$ cat config.mk
export PLATFORM = sky130hd
export DESIGN_NAME = flowreg_fifo
export DESIGN_NICKNAME = d
export VERILOG_FILES = /design/src/rtl/flowreg_fifo.sv
export SDC_FILE = /design/constraint.sdc
export NUM_CORES = 1
export LEC_CHECK = 0
export ABC_AREA = 1
export CAP_MARGIN = 15
export CORE_AREA = 4 4 69 71
export DETAILED_ROUTE_END_ITERATION = 16
export DIE_AREA = 0 0 73 75
export HOLD_SLACK_MARGIN = 0.08
export PLACE_DENSITY_LB_ADDON = 0.25
export SYNTH_ARGS = -nofsm -noshare
export SYNTH_HDL_FRONTEND = slang
export SYNTH_SLANG_ARGS = --single-unit
$ cat constraint.sdc
create_clock -name clk -period 4.5 [get_ports clk]
set_clock_uncertainty 0.15 [all_clocks]
set_input_delay 0.675 -clock clk [delete_from_list [all_inputs] [get_ports clk]]
set_output_delay 0.675 -clock clk [all_outputs]
set_load 0.05 [all_outputs]
$ cat src/rtl/flowreg_fifo.sv
// Elastic valid/ready buffer: DEPTH-entry circular queue with a registered downstream side,
// optional ready pass-through when full, and an occupancy count.
module flowreg_fifo #(
    parameter int W          = 8,
    parameter int DEPTH      = 2,
    parameter int READY_PASS = 0,
    parameter int CW         = $clog2(DEPTH + 1)
) (
    input  logic          clk,
    input  logic          rst,
    input  logic [W-1:0]  d_u,
    input  logic          v_u,
    output logic          r_u,
    output logic [W-1:0]  d_d,
    output logic          v_d,
    input  logic          r_d,
    output logic [CW-1:0] count
);

    localparam int PW = (DEPTH > 1) ? $clog2(DEPTH) : 1;

    logic [W-1:0]  mem_q [DEPTH];
    logic [PW-1:0] wp_q, wp_d;
    logic [PW-1:0] rp_q, rp_d;
    logic [CW-1:0] cnt_q, cnt_d;
    logic          push_s, pop_s, full_s;

    // Wraps explicitly at DEPTH-1 so non-power-of-two depths index correctly.
    function automatic logic [PW-1:0] ptr_inc(input logic [PW-1:0] p);
        if (p == PW'(DEPTH - 1)) begin
            return {PW{1'b0}};
        end else begin
            return p + PW'(1);
        end
    endfunction

    assign full_s = (cnt_q == CW'(DEPTH));
    assign v_d    = (cnt_q != {CW{1'b0}});
    assign d_d    = mem_q[rp_q];
    assign count  = cnt_q;

    generate
        if (READY_PASS != 0) begin : g_ready_pass
            // When full, a pop this cycle frees the slot the push lands in.
            assign r_u = ~full_s | r_d;
        end else begin : g_ready_reg
            assign r_u = ~full_s;
        end
    endgenerate

    assign push_s = v_u & r_u;
    assign pop_s  = v_d & r_d;

    // Next-state for pointers and occupancy.
    always_comb begin
        wp_d  = wp_q;
        rp_d  = rp_q;
        cnt_d = cnt_q;
        if (push_s) begin
            wp_d = ptr_inc(wp_q);
        end else begin
            wp_d = wp_q;
        end
        if (pop_s) begin
            rp_d = ptr_inc(rp_q);
        end else begin
            rp_d = rp_q;
        end
        case ({push_s, pop_s})
            2'b10:   cnt_d = cnt_q + CW'(1);
            2'b01:   cnt_d = cnt_q - CW'(1);
            default: cnt_d = cnt_q;
        endcase
    end

    // Pointer and occupancy registers.
    always_ff @(posedge clk or negedge rst) begin
        if (!rst) begin
            wp_q  <= {PW{1'b0}};
            rp_q  <= {PW{1'b0}};
            cnt_q <= {CW{1'b0}};
        end else begin
            wp_q  <= wp_d;
            rp_q  <= rp_d;
            cnt_q <= cnt_d;
        end
    end

    // Storage; cleared on reset so d_d reads zero straight out of reset.
    always_ff @(posedge clk or negedge rst) begin
        if (!rst) begin
            for (int i = 0; i < DEPTH; i++) begin
                mem_q[i] <= {W{1'b0}};
            end
        end else if (push_s) begin
            mem_q[wp_q] <= d_u;
        end else begin
            mem_q[wp_q] <= mem_q[wp_q];
        end
    end

endmodule

---- After elaboration in Yosys (flattened, before gate mapping) ----
Index checks and enable logic that the tools add are counted.
storage, ports and cells
  bits in registers ....................... 20
cells by class
  add/sub/neg operators ................... 4
  magnitude comparators ................... 3
  equality and inequality tests ........... 3
  multiplexer cells ....................... 14
  bitwise operators ....................... 5
  reductions and logical operators ........ 3
operators by type and width
  kind                   number
  $mux W8                7
  $bwmux W16             2
  $mux W16               1
  $demux W8 S1           1
  $eq A2 B2 Y1 const B   2
  $ge A2 B2 Y1 const B   2
  $not A1 Y2             2
  $pmux W2 S2            1
  $reduce_bool A2 Y1     2
  $add A1 B1 Y1 const B  2
  $add A2 B1 Y2 const B  1
  $and A1 B1 Y1          2
  $eq A2 B1 Y1 const B   1
  $lt A2 B1 Y1 const B   1
  $mux W1                2
  $sub A2 B1 Y2 const B  1
  $logic_and A1 B1 Y1    1
  $not A1 Y1             1

---- Depth between registers and ports, before layout ----
Gate-level depths: netlist of run 1.
  word-level depth ........................ 7
  gate-level depth with buffers ........... 10
  depth with buffers taken out ............ 10

---- Worst setup path after synthesis of run 1 ----
OpenSTA, ideal clock, no wires.
  kind .................................... reg2reg
  start ................................... reg cnt_q[1] (netlist: count[1])
  end ..................................... reg cnt_q[1] (netlist: count[1])
  setup time .............................. 0.120 ns
  data arrival time ....................... 1.829 ns
  data required time ...................... 4.230 ns
  path slack .............................. 2.401 ns
  stages on the path, launching flop included .. 10
  path buffers ............................ 0
  cell sequence ........................... dfrtp_1 -> inv_1 -> nand2_1 -> nand2_1 -> inv_1 -> ha_1 -> inv_1 -> nand3_1 -> nand2_1 -> nand2_1
on the way
  elaborated cells on any way between the ends .. 11
  classes of those cells .................. add/sub: 2; eq/ne: 3; mux: 1; bitwise: 3; reduce/logical: 2
RTL lines
  element                                            line  source
  start: declaration                                 25    logic [CW-1:0] cnt_q, cnt_d;
  start signal: assignment                           81    cnt_q <= {CW{1'b0}};
  start signal: assignment                           85    cnt_q <= cnt_d;
  $reduce_bool A2 Y1 *                               38    assign v_d = (cnt_q != {CW{1'b0}});
  named net v_d                                      15    output logic v_d,
  $and A1 B1 Y1 *                                    52    assign pop_s = v_d & r_d;
  named net pop_s                                    26    logic push_s, pop_s, full_s;
  $eq A2 B1 Y1 or $eq A2 B2 Y1 (tied branches)       69    case ({push_s, pop_s})
  $pmux W2 S2 or $reduce_bool A2 Y1 (tied branches)  --
Mark *: on every way through the listed nets, which the timed path passes. The rest lies on a longest branch.
A chain may end at the register's enable or synchronous reset.

---- Worst setup path after layout of run 1 ----
  start ................................... reg rp_q
  end ..................................... out d_d[5]
on the way
  word-level cells in the longest chain between the ends .. 4
ends and longest elaborated chain
  element                                     line  source
  start: declaration                          24    logic [PW-1:0] rp_q, rp_d;
  start signal: assignment                    80    rp_q <= {PW{1'b0}};
  start signal: assignment                    84    rp_q <= rp_d;
  $not A1 Y2 (implied by the code)            39    assign d_d = mem_q[rp_q];
  $mux W8 (implied by the code) (3 in a row)  39
  end: declaration                            14    output logic [W-1:0] d_d,
Every way passes these cells. The select of a mux whose other input is x is not followed.

==> impl_metrics.env, run 1 <==
export IMPL_cts_clk_slew_worst_paths_ns=0.07
export IMPL_port_buffers=23
export IMPL_fp_coreArea_um2=4234
export IMPL_run_status="complete, no violations"
export IMPL_ioPinCount=24
export IMPL_rsz0062_at_grt="false"
export IMPL_fin_crit_sh_pct=64.05
export IMPL_synth_cell_types=17
export IMPL_overflow=0
export IMPL_hold_buffers=0
export IMPL_fin_setup_tns_ns=0
export IMPL_netlist_instances=124
export IMPL_clockBufferDepth=2
export IMPL_seq_area_um2=500.5
export IMPL_irDropWorstVdd_v=0.0002934
export IMPL_rows=24
export IMPL_clock_latency_ns=0.25
export IMPL_drc=0
export IMPL_design_area_um2=1295
export IMPL_min_period_ns=2.882
export IMPL_worst_pin_slew_ns=0.9291
export IMPL_synth_area_top_cells="dfrtp_1 (49%), nand2_1 (25%), nand4_1 (10%)"
export IMPL_start_util_pct=24.11
export IMPL_diodes=0
export IMPL_numClockSinks=20
export IMPL_cpLargestDelayFamily="buffers and inverters"
export IMPL_grtUsageTotal_pct=9.652
export IMPL_h_tree_depth=1
export IMPL_antenna_found_initial=0
export IMPL_post_dp_cell_area_um2=1254
export IMPL_yosysTopAreaCell="dfrtp_1"
export IMPL_final_common_cell="nand2_1"
export IMPL_die_h_um=75
export IMPL_worst_path_most_repeated_cell="nand2_1"
export IMPL_syn_area_per_cell_um2=8.234
export IMPL_pwr_density_cell_nw_per_um2=872.1
export IMPL_multiInputGateArea_um2=417.9
export IMPL_grt_first_pass_wirelength_um=4077
export IMPL_postRouteAntennaNets=0
export IMPL_final_cell_mix="nand2_1 (67), clkdlybuf4s50_1 (23), dfrtp_1 (20), nand4_1 (17), inv_1 (4)"
export IMPL_cpMaxStageDelayCell="clkdlybuf4s50_1"
export IMPL_finalHoldViolCount=0
export IMPL_num_nets_final=159
export IMPL_slew_headroom_pct=37.86
export IMPL_cts_buffers_inserted=3
export IMPL_synth_seq_area_share_pct=49.02
export IMPL_end_kind="output pin"
export IMPL_drv_cap=0
export IMPL_gp_congestion=0.7135
export IMPL_synth_nets=137
export IMPL_cts_resized=0
export IMPL_cts_setup_buffers=0
export IMPL_fin_cells=196
export IMPL_worstPathRequired_ns=3.67
export IMPL_wl_per_cell_um=12.68
export IMPL_ys_seq_elements=20
export IMPL_drt_wl_total_um=2485
export IMPL_grt_pass1_vias=889
export IMPL_drt_pass1_iter_count=4
export IMPL_crit_type="register to output pin"
export IMPL_placed_cells=193
export IMPL_arrival_ns=2.06
export IMPL_path_buf_inv=2
export IMPL_drt_iter0_drc=26
export IMPL_via_per_inst=4.403
export IMPL_hpwl_um=1747
export IMPL_drive_above_1_share_pct=4.861
export IMPL_fmax_mhz=346.9
export IMPL_cts_root_buffer="clkbuf_8"
export IMPL_num_vias=863
export IMPL_netlist_area_leader_share_pct=49.02
export IMPL_slew_violations=0
export IMPL_hp_class="register to register"
export IMPL_crit_chain="clkinv_1, nand2_1, nand2_1, clkdlybuf4s50_1"
export IMPL_hold_ws_ns=0.3224
export IMPL_area_delta_synth_final_pct=26.84
export IMPL_die_width_um=73
export IMPL_start_kind="register"
export IMPL_setup_viol=0
export IMPL_cpPeakStageDelay_ns=0.69
export IMPL_grt_max_degree=21
export IMPL_utilization_pct=30.59
export IMPL_crit_fanout=10
export IMPL_synthesis_area_um2=1021
export IMPL_p_leak_nw=0.6531
export IMPL_fillers=456
export IMPL_cts_tree="yes"
export IMPL_fp_dieArea_um2=5475
export IMPL_yosysWarnings=0
-- cell usage after synthesis --
master / number
nand2_1: 67
dfrtp_1: 20
nand4_1: 17
inv_1: 4
nand3_1: 3
buf_6: 2
buf_12: 1
buf_2: 1
buf_4: 1
bufinv_8: 1
clkbuf_4: 1
clkinv_1: 1
ha_1: 1
inv_2: 1
nand2_2: 1
nand3_4: 1
xnor2_1: 1
-- worst paths after layout --
kind | slack (ns) | cells past startpoint | start | end
setup / recovery | 1.62 | 4 | rp_q | d_d[5]
hold reg to reg | 0.32 | 2 | mem_q[1] | mem_q[1]
hold / removal | 0.32 | 2 | mem_q[1] | mem_q[1]
setup reg to reg | 2.74 | 8 | count[0] | count[1]
min in group asynchronous | 0.79 | 1 | rst | mem_q[11]
max in group asynchronous | 2.85 | 1 | rst | mem_q[1]
-- worst register-to-register path, delay by kind of cell, from the launching register on --
kind          cells  cell delay, ns
buf+inv           2            0.15
fa+ha+maj         1            0.33
flops             1            0.41
simple gates      5            0.62
-- area by class of cell --
type	count	share of cell area, %
Multi-Input combinational cell	91	32.27
Inverter	7	3.092
Clock buffer	3	3.188
Sequential cell	20	38.65
Tap cell	52	5.024
Timing Repair Buffer	23	17.78
-- registers in the layout (all words and copies together) (netlist names) --
signal and cells:
wp_q 1, count 2, mem_q 16, rp_q 1
-- metal layers --
metal	up-vias	global-route usage [%]	part of all wire, %	wire length [um]
li1	445	-	-	-
met1	398	11.72	45	1126
met2	16	16.58	50	1231
met3	4	2.136	3.7	93
met4	0	3.893	1.4	34
met5	-	0	0	0
-- cells by family after synthesis --
kind of cell	count (synthesis)	synth area share, %
AND/OR/NAND/NOR	89	38.85
flip-flops	20	49.02
buffers and inverters	13	10.05
XOR/XNOR	1	0.8580
adder cells (fa/ha/maj)	1	1.225
-- per-stage QoR --
stage	power, mW	worst slack (ns)
after floorplan	0.8432	2.401
after global placement	1.019	1.871
after detailed placement	1.024	1.849
after CTS	1.144	1.622
after global routing	1.206	1.518
final	1.129	1.618
-- where the power goes --
group          switching, mW  internal [mW]  leakage, nW
Combinational          0.450          0.221        0.385
Sequential            0.0755          0.267        0.247
Clock                 0.0567         0.0595       0.0216
No activity file was read; power rests on OpenSTA's default activity.
==> run 2, diff against run 1 <==
Clock period 4.5 ns to 2.5 ns, I/O delays scaled along.
==> run 2 against run 1 <==
  * Wire length fell by 1.9%
  * Worst setup slack worse by 1.4 ns
  * Via count grew 3.0%
  * Clock power rose to 2.8 times the previous value
  * Global-route usage grew 0.051 points
  * Count of clock-buffer cells in the layout unchanged
  * Critical endpoint unchanged
  * Largest power group unchanged
==> impl_metrics.env, run 2 (same netlist as run 1, synthesis figures left out) <==
export IMPL_worst_pin_slew_ns=0.5147
export IMPL_drv_cap=0
export IMPL_busiest_layer="met2"
export IMPL_use_met1_pct=11.45
export IMPL_drive_above_1_share_pct=8.054
export IMPL_drt_iter0_drc=28
export IMPL_hp_class="input port to asynchronous set/reset pin"
export IMPL_die_width_um=73
export IMPL_pwr_density_cell_nw_per_um2=1597
export IMPL_final_cell_mix="nand2_1 (67), clkdlybuf4s50_1 (23), dfrtp_1 (20), nand4_1 (17)"
export IMPL_hold_buffers=0
export IMPL_largest_register="mem_q"
export IMPL_placed_cells=197
export IMPL_fp_coreArea_um2=4234
export IMPL_num_nets_final=163
export IMPL_finalHoldViolCount=0
export IMPL_slew_headroom_pct=65.58
export IMPL_post_place_ws_ns=0.4531
export IMPL_num_vias=889
export IMPL_die_h_um=75
export IMPL_fin_setup_tns_ns=0
export IMPL_run_status="complete, no violations"
export IMPL_drt_pass1_iter_count=4
export IMPL_arrival_ns=1.77
export IMPL_h_tree_depth=1
export IMPL_area_delta_synth_final_pct=32.72
export IMPL_fillers=456
export IMPL_postRouteAntennaNets=0
export IMPL_start_util_pct=24.11
export IMPL_gp_congestion=0.7137
export IMPL_setup_viol=0
export IMPL_fmax_mhz=435.1
export IMPL_grt_first_pass_wirelength_um=4153
export IMPL_grtUsageTotal_pct=9.703
export IMPL_via_per_inst=4.423
export IMPL_numClockSinks=20
export IMPL_cts_resized=0
export IMPL_crit_type="register to output pin"
export IMPL_hold_ws_ns=0.2996
export IMPL_cts_tree="yes"
export IMPL_crit_fanout=9
export IMPL_fin_crit_sh_pct=91.94
export IMPL_start_kind="register"
export IMPL_utilization_pct=32.00
export IMPL_irDropWorstVdd_v=0.0005116
export IMPL_drc=0
export IMPL_final_common_cell="nand2_1"
export IMPL_cts_root_buffer="clkbuf_8"
export IMPL_setup_ws_ns=0.2016
export IMPL_grt_pass1_vias=942
export IMPL_use_met3_pct=2.270
export IMPL_cts_clk_slew_worst_paths_ns=0.08
export IMPL_overflow=0
export IMPL_end_kind="output pin"
export IMPL_p_leak_nw=0.6862
export IMPL_clockBufferDepth=2
export IMPL_ioPinCount=24
export IMPL_port_buffers=23
export IMPL_cts_setup_buffers=0
export IMPL_min_period_ns=2.298
export IMPL_fin_cells=201
export IMPL_diodes=0
export IMPL_grt_max_degree=21
export IMPL_rsz0062_at_grt="false"
export IMPL_antenna_found_initial=0
export IMPL_grt_use_met2_pct=17.08
export IMPL_rows=24
export IMPL_drt_wl_total_um=2438
export IMPL_hpwl_um=1738
export IMPL_clock_latency_ns=0.25
export IMPL_wl_per_cell_um=12.13
export IMPL_slew_violations=0
export IMPL_largest_reg_flops=16
export IMPL_cts_buffers_inserted=3
export IMPL_fp_dieArea_um2=5475
export IMPL_worstPathRequired_ns=1.98
## run 2: cell count changes in the layout (fill, tap and decap cells not counted)
| cell | before | now |
|---|---|---|
| bufinv_16 | 0 | 1 |
| buf_4 | 0 | 4 |
## run 2: final cells by class
class	count	area (um^2)	area share (%)
Sequential cell	20	500.5	36.93
Timing Repair Buffer	27	260.3	19.21
Clock inverter	1	30.03	2.216
Multi-Input combinational cell	91	417.9	30.84
Inverter	7	40.04	2.955
Clock buffer	3	41.29	3.047
Tap cell	52	65.06	4.801
## run 2: power breakdown
part	total, mW	internal [mW]	switching (mW)
clock network	0.322	0.214	0.108
logic	1.25	0.421	0.828
registers	0.593	0.480	0.113
total	2.16	1.11	1.05
## run 2: critical path, cell delays in order, from the launching register on
cell and delay [ns]:
dfrtp_1 0.35, clkinv_1 0.26, nand2_1 0.15, nand2_1 0.06, clkdlybuf4s50_1 0.69
## run 2: per-layer routing
metal | routed length (um) | share of wire [%] | up-vias
met4 | 8 | 0.33 | 0
met3 | 110 | 4.5 | 2
met1 | 1131 | 46 | 410
met2 | 1188 | 49 | 21
met5 | 0 | 0 | -
li1 | - | - | 456
## run 2: metrics by stage
stage / power, mW / area (um^2)
after floorplan: 1.518 / 1021
after global placement: 1.856 / 1284
after detailed placement: 1.864 / 1284
after CTS: 2.195 / 1355
after global routing: 2.320 / 1355
final: 2.164 / 1355
## run 2: path summary, 6_finish.rpt
check / cells past startpoint / start / slack [ns] / endpoint
min: 2 / rst / 0.30 / mem_q[1]
min in group clk: 2 / mem_q[6] / 0.32 / mem_q[6]
max: 4 / rp_q / 0.20 / d_d[5]
max in group asynchronous: 2 / rst / 1.68 / mem_q[8]
max reg2reg: 9 / count[0] / 0.80 / count[1]
min reg2reg: 2 / mem_q[6] / 0.32 / mem_q[6]
==> run 3, diff against run 2 <==
Settings changed: CELL_PAD_IN_SITES_DETAIL_PLACEMENT set to 1, CELL_PAD_IN_SITES_GLOBAL_PLACEMENT set to 1.
==> run 3 against run 2 <==
  * Global-route usage increased by 1.2 points
  * Wire length increased by 13%
  * Clock power decreased by 20%
  * Via count increased by 3.4%
  * Combinational power about the same
  * Count of clock-buffer cells in the layout increased by 1
  * Worst setup slack got worse by 0.0010 ns
  * Fmax about the same
  * Sequential power about the same
  * First-iteration DRC count increased by 21%
  * Critical endpoint is now d_d[1]
==> impl_metrics.env, run 3 (same netlist as run 1, synthesis figures left out) <==
export IMPL_start_util_pct=24.11
export IMPL_slew_headroom_pct=66.74
export IMPL_cts_setup_buffers=0
export IMPL_overflow=0
export IMPL_clockBufferDepth=2
export IMPL_cts_buffers_inserted=3
export IMPL_wl_per_cell_um=13.69
export IMPL_clock_latency_ns=0.26
export IMPL_placed_cells=197
export IMPL_worstPathRequired_ns=1.98
export IMPL_start_kind="register"
export IMPL_cts_tree="yes"
export IMPL_fp_coreArea_um2=4234
export IMPL_r2r_cells=8
export IMPL_finalHoldViolCount=0
export IMPL_grt_pass1_vias=953
export IMPL_num_vias=919
export IMPL_gp_congestion=0.7125
export IMPL_numClockSinks=20
export IMPL_p_total_mw=2.105
export IMPL_hp_class="input port to asynchronous set/reset pin"
export IMPL_fin_cells=201
export IMPL_final_common_cell="nand2_1"
export IMPL_drt_pass1_iter_count=4
export IMPL_run_status="complete, no violations"
export IMPL_grt_max_degree=21
export IMPL_via_per_inst=4.572
export IMPL_hpwl_um=1984
export IMPL_crit_type="register to output pin"
export IMPL_antenna_found_initial=0
export IMPL_h_tree_depth=1
export IMPL_cts_root_buffer="clkbuf_8"
export IMPL_rsz0062_at_grt="false"
export IMPL_grtUsageTotal_pct=10.95
export IMPL_drive_above_1_share_pct=9.396
export IMPL_fin_crit_sh_pct=91.98
export IMPL_slew_violations=0
export IMPL_ioPinCount=24
export IMPL_hold_ws_ns=0.3096
export IMPL_drt_iter0_drc=34
export IMPL_rr_endpoint="count[1]"
export IMPL_final_cell_mix="nand2_1 (67), clkdlybuf4s50_1 (21), dfrtp_1 (20), nand4_1 (17), buf_4 (6)"
export IMPL_cts_clk_slew_worst_paths_ns=0.08
export IMPL_fmax_mhz=434.9
export IMPL_die_h_um=75
export IMPL_largest_register="mem_q"
export IMPL_port_buffers=23
export IMPL_arrival_ns=1.77
export IMPL_p_leak_nw=0.6808
export IMPL_fin_setup_tns_ns=0
export IMPL_r2r_start="count[0]"
export IMPL_drc=0
export IMPL_drv_cap=0
export IMPL_setup_viol=0
export IMPL_num_nets_final=163
export IMPL_fp_dieArea_um2=5475
export IMPL_rows=24
export IMPL_end_kind="output pin"
export IMPL_rrSetupSlack_ns=0.90
export IMPL_drt_wl_total_um=2751
export IMPL_diodes=0
export IMPL_crit_fanout=9
export IMPL_die_width_um=73
export IMPL_pwr_density_cell_nw_per_um2=1578
export IMPL_grt_first_pass_wirelength_um=4471
export IMPL_cts_resized=0
export IMPL_largest_reg_flops=16
export IMPL_postRouteAntennaNets=0
export IMPL_min_period_ns=2.299
export IMPL_hold_buffers=0
export IMPL_worst_pin_slew_ns=0.4973
export IMPL_irDropWorstVdd_v=0.0004274
export IMPL_area_delta_synth_final_pct=30.64
==> run 3: cell count changes in the layout (fill, tap and decap cells not counted), sizes merged <==
cell           delta
buf               +2
bufinv            -1
clkbuf            +1
clkdlybuf4s50     -2
==> run 3: per-stage QoR <==
step	util, %	area [um^2]	setup WS, ns
after global routing	31.50	1334	0.1041
after global placement	30.20	1279	0.4958
after CTS	31.50	1334	0.1701
after detailed placement	30.20	1279	0.4707
final	31.50	1334	0.2006
after floorplan	-	1021	0.4014
==> run 3: layer usage <==
| layer | routed length, um | track usage (%) |
|---|---|---|
| met2 | 1378 | 18.27 |
| met3 | 108 | 2.136 |
| met4 | 56 | 5.533 |
| met5 | 0 | 0 |
| met1 | 1208 | 13.48 |
==> run 3: power by group <==
| group | total (mW) | switching (mW) | internal (mW) |
|---|---|---|---|
| registers | 0.596 | 0.116 | 0.480 |
| clock network | 0.258 | 0.118 | 0.141 |
| logic | 1.25 | 0.836 | 0.415 |
| total | 2.11 | 1.07 | 1.04 |
==> run 3: cell type report <==
type / count / area, um^2
fill: 514 / 2900
timing repair buffer: 27 / 255.2
sequential: 20 / 500.5
tap: 52 / 65.06
multi-input combinational: 91 / 417.9
inverter: 7 / 40.04
clock buffer: 4 / 55.05
==> run 3: how the worst max path moves through the flow <==
| stage | startpoint | endpoint | depth (start not counted) |
|---|---|---|---|
| final | rp_q | d_d[1] | 4 |
| after global routing | rp_q | d_d[6] | 4 |
| after global placement | rp_q | d_d[3] | 4 |
| after detailed placement | rp_q | d_d[2] | 4 |
| after floorplan | count[1] | count[1] | 9 |
| after CTS | rp_q | d_d[2] | 4 |
==> run 3: worst max-delay path: stages, from the launching register on <==
cell,delay (ns)
dfrtp_1,0.39
clkinv_1,0.17
nand2_1,0.08
nand2_1,0.07
clkdlybuf4s50_1,0.80
